[src/rtl/uart_sched_pkg.sv]
// Shared types and constants for the UART transmit scheduler.
package uart_sched_pkg;

  // Sequencer states: pick a message, issue a byte, wait for the
  // transmitter to take it, wait for it to finish, then hold a gap.
  typedef enum logic [2:0] {
    S_IDLE    = 3'd0,
    S_ISSUE   = 3'd1,
    S_WAIT_HI = 3'd2,
    S_WAIT_LO = 3'd3,
    S_GAP     = 3'd4
  } sched_state_t;

  // Which requester owns the message currently being sequenced.
  typedef enum logic {
    SRC_REPLY = 1'b0,
    SRC_ECHO  = 1'b1
  } sched_src_t;

  localparam int DEF_REPLY_LEN    = 6;
  localparam int DEF_GAP_CYCLES   = 16;
  localparam int DEF_BUSY_TIMEOUT = 8;

  // One counter serves both the gap and the busy-rise timeout.
  localparam int CNT_W = 16;

  // Reply message "POLO\r\n"; the unused tail entries are never indexed
  // because the byte index stops at REPLY_LEN-1.
  localparam logic [7:0] REPLY_ROM [0:7] = '{
    8'h50, 8'h4F, 8'h4C, 8'h4F, 8'h0D, 8'h0A, 8'h00, 8'h00
  };

endpackage

[src/rtl/uart_tx_scheduler.sv]
// Arbitrates reply and echo requests and sequences their bytes into a
// byte-level UART transmitter over a tx_start / tx_busy handshake.
//
// Handshake: the scheduler raises tx_start for exactly one cycle with
// tx_data valid only while tx_busy is low; the transmitter acknowledges by
// raising tx_busy and holds it for the whole frame. A byte is complete when
// tx_busy falls again. If tx_busy never rises within BUSY_TIMEOUT cycles the
// message is abandoned and tx_fault latches.
module uart_tx_scheduler
  import uart_sched_pkg::*;
#(
  parameter int REPLY_LEN    = DEF_REPLY_LEN,
  parameter int GAP_CYCLES   = DEF_GAP_CYCLES,
  parameter int BUSY_TIMEOUT = DEF_BUSY_TIMEOUT
) (
  input  logic       clk,
  input  logic       rst_n,
  input  logic       req_reply,
  input  logic       req_echo,
  input  logic [7:0] echo_byte,
  input  logic       tx_busy,
  output logic       tx_start,
  output logic [7:0] tx_data,
  output logic       active,
  output logic       grant_reply,
  output logic       grant_echo,
  output logic       echo_drop,
  output logic       tx_fault,
  output logic [2:0] dbg_state
);

  // Last-value constants; a zero parameter collapses to a single cycle.
  localparam logic [CNT_W-1:0] GAP_LAST =
    (GAP_CYCLES > 0) ? CNT_W'(GAP_CYCLES - 1) : '0;
  localparam logic [CNT_W-1:0] TO_LAST =
    (BUSY_TIMEOUT > 0) ? CNT_W'(BUSY_TIMEOUT - 1) : '0;
  localparam logic [2:0] IDX_LAST =
    (REPLY_LEN > 0) ? 3'(REPLY_LEN - 1) : 3'd0;

  sched_state_t     state_q, state_d;
  sched_src_t       src_q, src_d;
  logic [2:0]       idx_q, idx_d;
  logic [CNT_W-1:0] cnt_q, cnt_d;
  logic             tx_start_q, tx_start_d;
  logic [7:0]       tx_data_q, tx_data_d;
  logic             grant_reply_q, grant_reply_d;
  logic             grant_echo_q, grant_echo_d;
  logic             tx_fault_q, tx_fault_d;
  logic [7:0]       echo_cur_q, echo_cur_d;

  logic             reply_pend_q, reply_pend_d;
  logic             echo_pend_q, echo_pend_d;
  logic [7:0]       echo_buf_q, echo_buf_d;
  logic             echo_drop_q, echo_drop_d;
  logic             echo_hold;

  logic             take_reply;
  logic             take_echo;

  // Sequencer state register and registered outputs.
  always_ff @(posedge clk or negedge rst_n) begin
    if (!rst_n) begin
      state_q       <= S_IDLE;
      src_q         <= SRC_REPLY;
      idx_q         <= 3'd0;
      cnt_q         <= '0;
      tx_start_q    <= 1'b0;
      tx_data_q     <= 8'h00;
      grant_reply_q <= 1'b0;
      grant_echo_q  <= 1'b0;
      tx_fault_q    <= 1'b0;
      echo_cur_q    <= 8'h00;
    end else begin
      state_q       <= state_d;
      src_q         <= src_d;
      idx_q         <= idx_d;
      cnt_q         <= cnt_d;
      tx_start_q    <= tx_start_d;
      tx_data_q     <= tx_data_d;
      grant_reply_q <= grant_reply_d;
      grant_echo_q  <= grant_echo_d;
      tx_fault_q    <= tx_fault_d;
      echo_cur_q    <= echo_cur_d;
    end
  end

  // Next-state and output decode; grants and tx_start are one-cycle pulses.
  always_comb begin
    state_d       = state_q;
    src_d         = src_q;
    idx_d         = idx_q;
    cnt_d         = cnt_q;
    tx_start_d    = 1'b0;
    tx_data_d     = tx_data_q;
    grant_reply_d = 1'b0;
    grant_echo_d  = 1'b0;
    tx_fault_d    = tx_fault_q;
    echo_cur_d    = echo_cur_q;
    take_reply    = 1'b0;
    take_echo     = 1'b0;

    case (state_q)
      S_IDLE: begin
        if (reply_pend_q) begin
          take_reply    = 1'b1;
          grant_reply_d = 1'b1;
          idx_d         = 3'd0;
          src_d         = SRC_REPLY;
          state_d       = S_ISSUE;
        end else if (echo_pend_q) begin
          // Snapshot the byte so a new echo request accepted in this same
          // cycle cannot change the byte of the message being started.
          take_echo    = 1'b1;
          grant_echo_d = 1'b1;
          src_d        = SRC_ECHO;
          echo_cur_d   = echo_buf_q;
          state_d      = S_ISSUE;
        end
      end

      S_ISSUE: begin
        if (!tx_busy) begin
          tx_start_d = 1'b1;
          tx_data_d  = (src_q == SRC_REPLY) ? REPLY_ROM[idx_q] : echo_cur_q;
          cnt_d      = '0;
          state_d    = S_WAIT_HI;
        end
      end

      S_WAIT_HI: begin
        if (tx_busy) begin
          state_d = S_WAIT_LO;
        end else if (cnt_q == TO_LAST) begin
          tx_fault_d = 1'b1;
          cnt_d      = '0;
          state_d    = S_GAP;
        end else begin
          cnt_d = cnt_q + 1'b1;
        end
      end

      S_WAIT_LO: begin
        if (!tx_busy) begin
          if (src_q == SRC_REPLY && idx_q < IDX_LAST) begin
            idx_d   = idx_q + 3'd1;
            state_d = S_ISSUE;
          end else begin
            cnt_d   = '0;
            state_d = S_GAP;
          end
        end
      end

      S_GAP: begin
        if (cnt_q == GAP_LAST) begin
          state_d = S_IDLE;
        end else begin
          cnt_d = cnt_q + 1'b1;
        end
      end

      default: state_d = S_IDLE;
    endcase
  end

  // Pending-request bookkeeping: a grant clears its flag, a request in the
  // same cycle re-sets it; a second echo while one is still waiting is lost.
  always_comb begin
    echo_hold    = echo_pend_q && !take_echo;
    reply_pend_d = (reply_pend_q && !take_reply) || req_reply;
    echo_pend_d  = echo_hold || req_echo;
    echo_buf_d   = (req_echo && !echo_hold) ? echo_byte : echo_buf_q;
    echo_drop_d  = echo_drop_q || (req_echo && echo_hold);
  end

  // Pending flags, echo buffer and sticky drop flag.
  always_ff @(posedge clk or negedge rst_n) begin
    if (!rst_n) begin
      reply_pend_q <= 1'b0;
      echo_pend_q  <= 1'b0;
      echo_buf_q   <= 8'h00;
      echo_drop_q  <= 1'b0;
    end else begin
      reply_pend_q <= reply_pend_d;
      echo_pend_q  <= echo_pend_d;
      echo_buf_q   <= echo_buf_d;
      echo_drop_q  <= echo_drop_d;
    end
  end

  assign tx_start    = tx_start_q;
  assign tx_data     = tx_data_q;
  assign active      = (state_q != S_IDLE);
  assign grant_reply = grant_reply_q;
  assign grant_echo  = grant_echo_q;
  assign echo_drop   = echo_drop_q;
  assign tx_fault    = tx_fault_q;
  assign dbg_state   = state_q;

endmodule
[config.mk]
export PLATFORM = sky130hd
export DESIGN_NAME = uart_tx_scheduler
export DESIGN_NICKNAME = d
export VERILOG_FILES = /design/src/rtl/uart_sched_pkg.sv /design/src/rtl/uart_tx_scheduler.sv
export SDC_FILE = /design/constraint.sdc
export NUM_CORES = 1
export LEC_CHECK = 0
export CAP_MARGIN = 20
export CORE_ASPECT_RATIO = 1.1
export CORE_UTILIZATION = 60
export CTS_CLUSTER_SIZE = 12
export DETAILED_ROUTE_END_ITERATION = 10
export PLACE_DENSITY = 0.94
export SETUP_SLACK_MARGIN = 0.4
export SLEW_MARGIN = 20
export SYNTH_ARGS = -nofsm -noshare
export SYNTH_HDL_FRONTEND = slang
export SYNTH_SLANG_ARGS = --single-unit
[constraint.sdc]
create_clock -name clk -period 4.7 [get_ports clk]
set_input_delay 0.47 -clock clk [delete_from_list [all_inputs] [get_ports clk]]
set_output_delay 0.47 -clock clk [all_outputs]
set_load 0.005 [all_outputs]
==> metrics, run 1 <==
outcome completed; slowest cell delay on critical path 0.56 ns; vias in the first global route 1942; commonest non-fill, non-tap cell in the layout dfrtp_1; synthesized area 0.00266 mm^2; clock buffer depth 2; setup bufs post-CTS 0; Sink Count 54; total CTS buffers 5; crit path capture type output port; worst hold-check path type in -> async; Worst slew margin 51.0%; Filler cells 290; post-route setup TNS 0 ns; I/O Buffers 29; total power 1.58 mW; fmax 394 MHz; row count 25; Primary FF master, synth dfrtp_1; synth warn 0; Top Family by Delay on Critical Path simple AND/OR/NAND/NOR gates; Crit Path Class reg -> out; Total Die Area 0.00471 mm^2; Post-synth EDFFs 0; Ports 30; Worst-Skew Late Latency 0.31 ns; VDD IR max 235 uV; Critical Path RT 4.23 ns; power per cell area 516 mW/mm^2; Final nets 300; Antenna Cells 0; crit share post-route 54.0%; CORE AREA 0.00429 mm^2; post-DR wirelength/cell 17.2 um; area occupied by multi-input gates 0.00122 mm^2; register area 0.00135 mm^2; CP bufs+invs 2; Worst EP arrival 2.07 ns; Leak Pwr 1.29 nW; register bit count reported by yosys 54; grt total ovfl 0; layout cells sized above 1 12.7%; commonest cells after routing, fill and taps aside dfrtp_1 (54), clkdlybuf4s50_1 (28), nor2_1 (25), nand2_1 (17), a21oi_1 (17); Die Ht 71.9 um; final setup fails 0; post-synthesis sequential area ratio 50.8%; Max Transition Viols Final 0; Post-Syn Nets 273; final setup skew 0.0118 ns; Vias/cell 6.33; GP Congestion 0.883; DR vias 2134; hold buffer count at CTS 0; Final Hold Viols 0; router iterations before antenna repair 5; maxcap violations 0; largest net degree at the start of global routing 55; post_cts resized 0; clock root cell clkbuf_8; critical path's slowest cell dfrtp_1; H-tree depth 2; Die Span X 65.5 um; Avg Inst Size Synth 10.4 um^2; Synth cell types 48; dpl cell area 0.00296 mm^2; WL final 5.80 mm; total track usage 26.9%; post-layout min period 2.54 ns; post-route cell area 0.00305 mm^2; area delta synth->final 14.6%; global-route wire length before repair 9.52 mm; DRT iter0 DRCs 321; final antenna-violating net count 0; critical-path cell list or2_2, nor2_1, inv_1, clkdlybuf4s50_1; Tightest Pin Transition 0.728 ns; RSZ-0062 raised after global routing false; Remaining DRCs 0; CTS tree yes; async set-reset flop share out of synthesis 100%; CP max FO 13; crit start category flop; Worst-path clk slew 0.10 ns; Starting Density 62.1%; Syn Inst Count 255; initial antenna violation count 0; hpwl dp 3.83 mm
[layer usage]
layer | wire length [um] | GRT usage (%)
met5 | 0 | 0
met4 | 158 | 10.9
met3 | 256 | 4.46
met2 | 3010 | 45.5
met1 | 2380 | 34.1
[registers in the layout, indices dropped and copies added (netlist names)]
name,count
grant_reply,1
echo_pend_q,1
idx_q,3
tx_data,8
echo_buf_q,8
tx_start,1
reply_pend_q,1
src_q,1
echo_cur_q,8
cnt_q,16
echo_drop,1
dbg_state,3
tx_fault,1
grant_echo,1
[kinds of logic after synthesis]
| logic type | count (synthesis) | share of synthesized area [%] |
|---|---|---|
| AOI/OAI and AO/OA | 62 | 16.2 |
| xor gates and xnor gates | 11 | 3.62 |
| adders and majority gates | 5 | 2.35 |
| buffers and inverters | 18 | 3.57 |
| DFF | 54 | 50.8 |
| muxes | 16 | 6.77 |
| and+or+nand+nor | 89 | 16.7 |
[path summary, 6_finish.rpt]
check / cells after the start / from / slack (ns) / end
setup / recovery: 4 / dbg_state[1] / 2.16 / active
hold / removal: 2 / rst_n / 0.26 / dbg_state[1]
setup reg to reg: 6 / dbg_state[1] / 2.18 / echo_buf_q[1]
hold reg to reg: 1 / tx_fault / 0.49 / tx_fault
max in group asynchronous: 2 / rst_n / 3.99 / echo_buf_q[5]
min in group clk: 1 / tx_fault / 0.49 / tx_fault
[layout make-up]
cell class                 instances  share of cell area, %
sequential                        54                   44.3
multi-input combinational        183                   39.9
timing repair buffer              30                   9.59
clock buffer                       5                   2.26
tap                               54                   2.21
inverter                           8                  0.984
clock inverter                     3                  0.820
[Yosys cell counts (all sizes together) (2+ instances only)]
master	n	area [um^2]
dfrtp	54	1350
o21ai	15	75.1
a2111oi	7	73.8
nand4	7	43.8
ha	5	62.6
nand2	18	70.1
nor3	6	30.0
nor2b	3	18.8
nand3	8	40.0
a211oi	4	30.0
and2	3	18.8
xor2	3	26.3
nor2	27	106
nor4	4	25.0
o21a	3	23.8
a21oi	17	85.1
or2	2	12.5
nand3b	2	15.0
xnor2	8	70.1
a211o	2	17.5
inv	8	30.0
or3	4	25.0
a21o	3	22.5
clkbuf	4	15.0
buf	6	50.0
mux2	16	180
and3	2	12.5
[report_power, final]
part           switching (mW)  total, mW  leakage [nW]  internal [mW]
logic                   0.272      0.551         0.550          0.279
clock network           0.161      0.268        0.0447          0.108
registers               0.151      0.756         0.693          0.605
[stage by stage]
step / cells / utilization, % / setup WS (ns) / hold WS, ns
global placement: 329 / 69.0 / 2.23 / 0.453
finish: 337 / 71.2 / 2.16 / 0.258
detailed placement: 329 / 69.0 / 2.13 / 0.468
global route: 337 / 71.2 / 2.04 / 0.325
CTS: 337 / 71.2 / 2.18 / 0.286
floorplan: 255 / - / 2.85 / 0.174
Note: power is estimated with default switching activity, not from simulation.
==> inputs of run 2 (changes only) <==
--- a/config.mk
+++ b/config.mk
@@ -7,10 +7,10 @@
 export LEC_CHECK = 0
 export CAP_MARGIN = 20
 export CORE_ASPECT_RATIO = 1.1
-export CORE_UTILIZATION = 60
+export CORE_UTILIZATION = 50
 export CTS_CLUSTER_SIZE = 12
 export DETAILED_ROUTE_END_ITERATION = 10
-export PLACE_DENSITY = 0.94
+export PLACE_DENSITY = 0.85
 export SETUP_SLACK_MARGIN = 0.4
 export SLEW_MARGIN = 20
 export SYNTH_ARGS = -nofsm -noshare
==> constraint.sdc (replaced) <==
create_clock -name clk -period 2.3 [get_ports clk]
set_input_delay 0.23 -clock clk [delete_from_list [all_inputs] [get_ports clk]]
set_output_delay 0.23 -clock clk [all_outputs]
set_load 0.005 [all_outputs]
==> run 2 against run 1 <==
  * Critical path depth up 3
  * Non-clock buffer count up 23
  * Die area up 19%
  * Core utilization down 4.0 points
  * Clock-buffer cell count unchanged
  * Setup slack worse by 1.9 ns
  * Via count up 2.1%
  * Flip-flop and latch count unchanged
  * Sequential share of layout area down 4.5 points
  * Clock skew up 0.00070 ns
  * First-iteration DRC count down 45%
==> metrics, run 2 (synthesis results as in run 1) <==
grt met1 use 26.7% (was 34.1%); global routing's busiest layer met2 (unchanged); area delta synth->final 28.0% (was 14.6%); Filler cells 346 (was 290); outcome completed (unchanged); Leak Pwr 1.41 nW (was 1.29 nW); post-route setup TNS 0 ns (unchanged); worst hold-check path type in -> async (unchanged); Worst-Skew Late Latency 0.32 ns (was 0.31 ns); RSZ-0062 raised after global routing true (was false); WL final 5.97 mm (was 5.80 mm); layout cells sized above 1 27.5% (was 12.7%); Vias/cell 5.99 (was 6.33); Tightest Pin Transition 0.478 ns (was 0.728 ns); Worst-path clk slew 0.10 ns (about the same); I/O Buffers 29 (unchanged); met3 usage in global routing 3.59% (was 4.46%); Total Die Area 0.00562 mm^2 (was 0.00471 mm^2); max FFs per register 16 (unchanged); crit share post-route 88.5%; Biggest register cnt_q (unchanged); Worst slew margin 68.1% (was 51.0%); crit path capture type flop (was output port); grt met2 use 33.1% (was 45.5%); VDD IR max 419 uV (was 235 uV); CORE AREA 0.00507 mm^2 (was 0.00429 mm^2); Ports 30 (unchanged); DP Worst Slack 0.207 ns (was 2.13 ns); vias in the first global route 1962 (was 1942); Worst EP arrival 2.24 ns (was 2.07 ns); maxcap violations 0 (unchanged); Starting Density 52.5% (was 62.1%); CP max FO 7 (was 13); largest net degree at the start of global routing 22 (was 55); final setup skew 0.0125 ns (was 0.0118 ns); final setup fails 0 (unchanged); total CTS buffers 5 (unchanged); Die Span X 71.6 um (was 65.5 um); total power 3.47 mW (was 1.58 mW); Final nets 323 (was 300); commonest non-fill, non-tap cell in the layout dfrtp_1 (unchanged); Sink Count 54 (unchanged); Finished Core Util 67.2% (was 71.2%); router iterations before antenna repair 4 (was 5); clock root cell clkbuf_8 (unchanged); total track usage 20.2% (was 26.9%); Die Ht 78.5 um (was 71.9 um); GP Congestion 0.838 (was 0.883); crit start category flop (unchanged); row count 27 (was 25); final antenna-violating net count 0 (unchanged); Final Hold Viols 0 (unchanged); Crit Path Class reg -> reg (was reg -> out); Remaining DRCs 0 (unchanged); clock buffer depth 2 (unchanged); grt total ovfl 0 (unchanged); DRT iter0 DRCs 177 (was 321); CTS tree yes (unchanged); power per cell area 1020 mW/mm^2 (was 516 mW/mm^2); initial antenna violation count 0 (unchanged); Antenna Cells 0 (unchanged); fmax 491 MHz; final setup margin 0.265 ns (was 2.16 ns); global-route wire length before repair 8.93 mm (was 9.52 mm); commonest cells after routing, fill and taps aside dfrtp_1 (50), clkdlybuf4s50_1 (27), buf_4 (21), nand2_1 (17) (was dfrtp_1 (54), clkdlybuf4s50_1 (28), nor2_1 (25), nand2_1 (17), a21oi_1 (17)); post-DR wirelength/cell 16.4 um (was 17.2 um); DR vias 2179 (was 2134); Critical Path RT 2.50 ns (was 4.23 ns); internal reg-to-reg setup slack 0.26 ns (was 2.18 ns); Max Transition Viols Final 0 (unchanged); H-tree depth 2 (unchanged); hpwl dp 3.82 mm (was 3.83 mm); post-layout min period 2.04 ns
## run 2: cell count changes in the layout (fill, tap and decap cells not counted), sizes merged
cell / before / now
buf: 2 / 23
clkbuf: 5 / 6
clkdlybuf4s50: 28 / 27
clkinvlp: 1 / 0
dlygate4sd3: 0 / 1
dlymetal6s2s: 0 / 1
inv: 9 / 10
## run 2: timing repair
| item | 4_1_cts | 5_1_grt |
|---|---|---|
| pin swaps | 2 | 9 |
| setup endpoints to repair | 33 | 36 |
| buffers inserted | 3 | 9 |
| resized for setup | 7 | 30 |
| cloned | 0 | 1 |
| hold buffers | 1 | 0 |
| hold endpoints to repair | 19 | 0 |
## run 2: per-layer routing
| layer | share of wire, % | wire [um] |
|---|---|---|
| met1 | 43 | 2590 |
| met2 | 51 | 3020 |
| met5 | 0 | 0 |
| met3 | 4.1 | 242 |
| met4 | 1.8 | 108 |
## run 2: layout make-up
| cell class | instances | area (um^2) | area share [%] |
|---|---|---|---|
| tap | 58 | 72.6 | 2.13 |
| clock inverter | 3 | 26.3 | 0.771 |
| clock buffer | 5 | 68.8 | 2.02 |
| multi-input combinational | 183 | 1350 | 39.7 |
| sequential | 54 | 1360 | 39.8 |
| timing repair buffer | 53 | 500 | 14.7 |
| inverter | 8 | 30.0 | 0.881 |
## run 2: worst max-delay path, cell delays in order (launching register included)
cell	delay (ns)
dfrtp_2	0.46
nor4_2	0.33
buf_4	0.19
nand4_1	0.17
nor4_1	0.32
o21a_2	0.24
clkbuf_16	0.18
a21oi_2	0.03
## run 2: power by group
group | leakage, nW | switching (mW) | internal (mW)
Clock | 0.0491 | 0.339 | 0.225
Sequential | 0.687 | 0.211 | 1.24
Combinational | 0.675 | 0.722 | 0.738
Total | 1.41 | 1.27 | 2.20
## run 2: path summary, 6_finish.rpt
path / depth (start not counted) / startpoint / to
setup / recovery: 7 / cnt_q[8] / cnt_q[12]
hold / removal: 2 / rst_n / cnt_q[14]
setup reg to reg: 7 / cnt_q[8] / cnt_q[12]
hold reg to reg: 2 / tx_data[7] / tx_data[7]
max in group asynchronous: 3 / rst_n / echo_cur_q[7]
min in group clk: 2 / req_reply / reply_pend_q
## run 2: metrics by stage
step	hold WS [ns]	area, um^2	instances
global route	0.412	3410	364
finish	0.385	3410	364
global placement	0.196	3030	342
floorplan	-0.0656	2660	255
CTS	0.387	3190	354
detailed placement	0.199	3030	342
==> inputs of run 3 (changes only) <==
--- a/config.mk
+++ b/config.mk
@@ -11,6 +11,7 @@
 export CTS_CLUSTER_SIZE = 12
 export DETAILED_ROUTE_END_ITERATION = 10
 export PLACE_DENSITY = 0.85
+export RECOVER_POWER = 25
 export SETUP_SLACK_MARGIN = 0.4
 export SLEW_MARGIN = 20
 export SYNTH_ARGS = -nofsm -noshare
==> run 3 against run 2 <==
  * Cell count unchanged
  * Wire length hardly changed
  * Non-clock buffer count did not move
  * Die area unchanged
  * Total power hardly changed
  * Clock-buffer cell count unchanged
  * Combinational power about the same
  * Flip-flop and latch count is the same
==> metrics, run 3 (synthesis results as in run 1) <==
outcome completed (unchanged); worst hold-check path type in -> reg (was in -> async); Worst slew margin 29.0% (was 68.1%); CP max FO 7 (unchanged); clock power share 16.2% (about the same); DP Worst Slack 0.207 ns (unchanged); sw frac 36.6% (about the same); Antenna Cells 0 (unchanged); reg-to-reg critical path startpoint cnt_q[8] (unchanged); r2r endpoint cnt_q[12] (unchanged); Leak Pwr 1.41 nW (about the same); Worst-path clk slew 0.11 ns (was 0.10 ns); Critical Path RT 2.50 ns (about the same); dpl cell area 0.00303 mm^2 (unchanged); H-tree depth 2 (unchanged); global-route wire length before repair 8.93 mm (unchanged); CORE AREA 0.00507 mm^2 (unchanged); Biggest register cnt_q (unchanged); total track usage 20.2% (unchanged); Flop pwr share 41.7% (about the same); DR vias 2176 (was 2179); final setup skew 0.0125 ns (unchanged); grt total ovfl 0 (unchanged); layout cells sized above 1 27.1% (was 27.5%); combinational share of power 42.0% (about the same); WL final 5.97 mm (about the same); final antenna-violating net count 0 (unchanged); post-route cell area 0.00340 mm^2 (was 0.00341 mm^2); final setup fails 0 (unchanged); Worst-Skew Late Latency 0.32 ns (about the same); fmax 492 MHz (was 491 MHz); VDD IR max 419 uV (about the same); CTS tree yes (unchanged); Psw 1.27 mW (about the same); Die Span X 71.6 um (unchanged); Ports 30 (unchanged); Vias/cell 5.98 (was 5.99); power per cell area 1020 mW/mm^2 (about the same); vias in the first global route 1962 (unchanged); crit path launch cnt_q[8] (unchanged); Setup crit end cnt_q[12] (unchanged); clock buffer depth 2 (unchanged); post-route setup TNS 0 ns (unchanged); Sink Count 54 (unchanged); initial antenna violation count 0 (unchanged); Tightest Pin Transition 1.07 ns (was 0.478 ns); Hold WS 0.474 ns (was 0.385 ns); Remaining DRCs 0 (unchanged); Total Die Area 0.00562 mm^2 (unchanged); internal reg-to-reg setup slack 0.27 ns (was 0.26 ns); commonest cells after routing, fill and taps aside dfrtp_1 (50), clkdlybuf4s50_1 (27), buf_4 (20), nand2_1 (17) (was dfrtp_1 (50), clkdlybuf4s50_1 (27), buf_4 (21), nand2_1 (17)); final setup margin 0.266 ns (was 0.265 ns); Crit Path Class reg -> reg (unchanged); RSZ-0062 raised after global routing true (unchanged); crit share post-route 88.4% (was 88.5%); crit start category flop (unchanged); Die Ht 78.5 um (unchanged); commonest non-fill, non-tap cell in the layout dfrtp_1 (unchanged); DRT iter0 DRCs 177 (unchanged); Worst EP arrival 2.24 ns (about the same); post-layout min period 2.03 ns (was 2.04 ns); largest net degree at the start of global routing 22 (unchanged); router iterations before antenna repair 4 (unchanged); Internal 2.20 mW (about the same); row count 27 (unchanged); GP Congestion 0.838 (unchanged); I/O Buffers 29 (unchanged); area delta synth->final 27.8% (was 28.0%); post-DR wirelength/cell 16.4 um (about the same); Max Transition Viols Final 0 (unchanged); Final Hold Viols 0 (unchanged); Starting Density 52.5% (unchanged); max FFs per register 16 (unchanged); Final nets 323 (unchanged); crit path capture type flop (unchanged); total CTS buffers 5 (unchanged); maxcap violations 0 (unchanged); clock root cell clkbuf_8 (unchanged); hpwl dp 3.82 mm (unchanged); R2R cell count 7 (unchanged)
-- run 3: power groups by stage --
stage	clock network [mW]	logic, mW	registers (mW)
floorplan	0	0.823	1.40
finish	0.564	1.46	1.45
detailed placement	0	1.23	1.46
global route	0.609	1.60	1.48
CTS	0.571	1.29	1.44
global placement	0	1.19	1.44
-- run 3: repair_timing --
| item | 4_1_cts | 5_1_grt |
|---|---|---|
| gates cloned | 0 | 1 |
| resized for setup | 7 | 30 |
| pin swaps | 2 | 9 |
| setup buffers | 3 | 9 |
| setup endpoints to repair | 33 | 36 |
| endpoints found under the hold margin | 19 | 0 |
| hold buffers | 1 | 0 |
-- run 3: metal layers --
| metal | up-vias | track usage, % | wire, um | share of wire, % |
|---|---|---|---|---|
| li1 | 1026 | - | - | - |
| met1 | 1083 | 26.7 | 2590 | 43 |
| met2 | 56 | 33.1 | 3020 | 51 |
| met3 | 11 | 3.59 | 242 | 4.1 |
| met4 | 0 | 8.04 | 108 | 1.8 |
| met5 | - | 0 | 0 | 0 |
-- run 3: critical path: stages, from the launching register on --
cell and delay [ns]:
dfrtp_2 0.46, nor4_2 0.33, buf_4 0.19, nand4_1 0.17, nor4_1 0.32, o21a_2 0.24
clkbuf_16 0.18, a21oi_2 0.03
-- run 3: how the worst min path moves through the flow --
stage          startpoint            end  slack [ns]  depth (start not counted)
2_1_floorplan       rst_n       cnt_q[0]       -0.07                          0
3_3_place_gp        rst_n      cnt_q[14]        0.20                          1
3_5_place_dp        rst_n      cnt_q[14]        0.20                          1
4_1_cts             rst_n  echo_cur_q[2]        0.39                          2
5_1_grt         req_reply   reply_pend_q        0.47                          2
6_report        req_reply   reply_pend_q        0.47                          2
-- run 3: metrics by stage --
step / cells / power (mW) / util [%]
2_1_floorplan: 255 / 2.22 / -
3_3_place_gp: 342 / 2.62 / 59.8
3_5_place_dp: 342 / 2.69 / 59.8
4_1_cts: 354 / 3.30 / 63.0
5_1_grt: 364 / 3.69 / 67.2
6_report: 364 / 3.47 / 67.2
-- run 3: area by class of cell --
cell class              instances  area [um^2]
fillers                       348         1660
flip-flops and latches         54         1360
multi-input cells             183         1350
repair buffers                 53          497
well taps                      58         72.6
clock buffers                   5         68.8
inverters                       8         30.0
clock inverters                 3         26.3
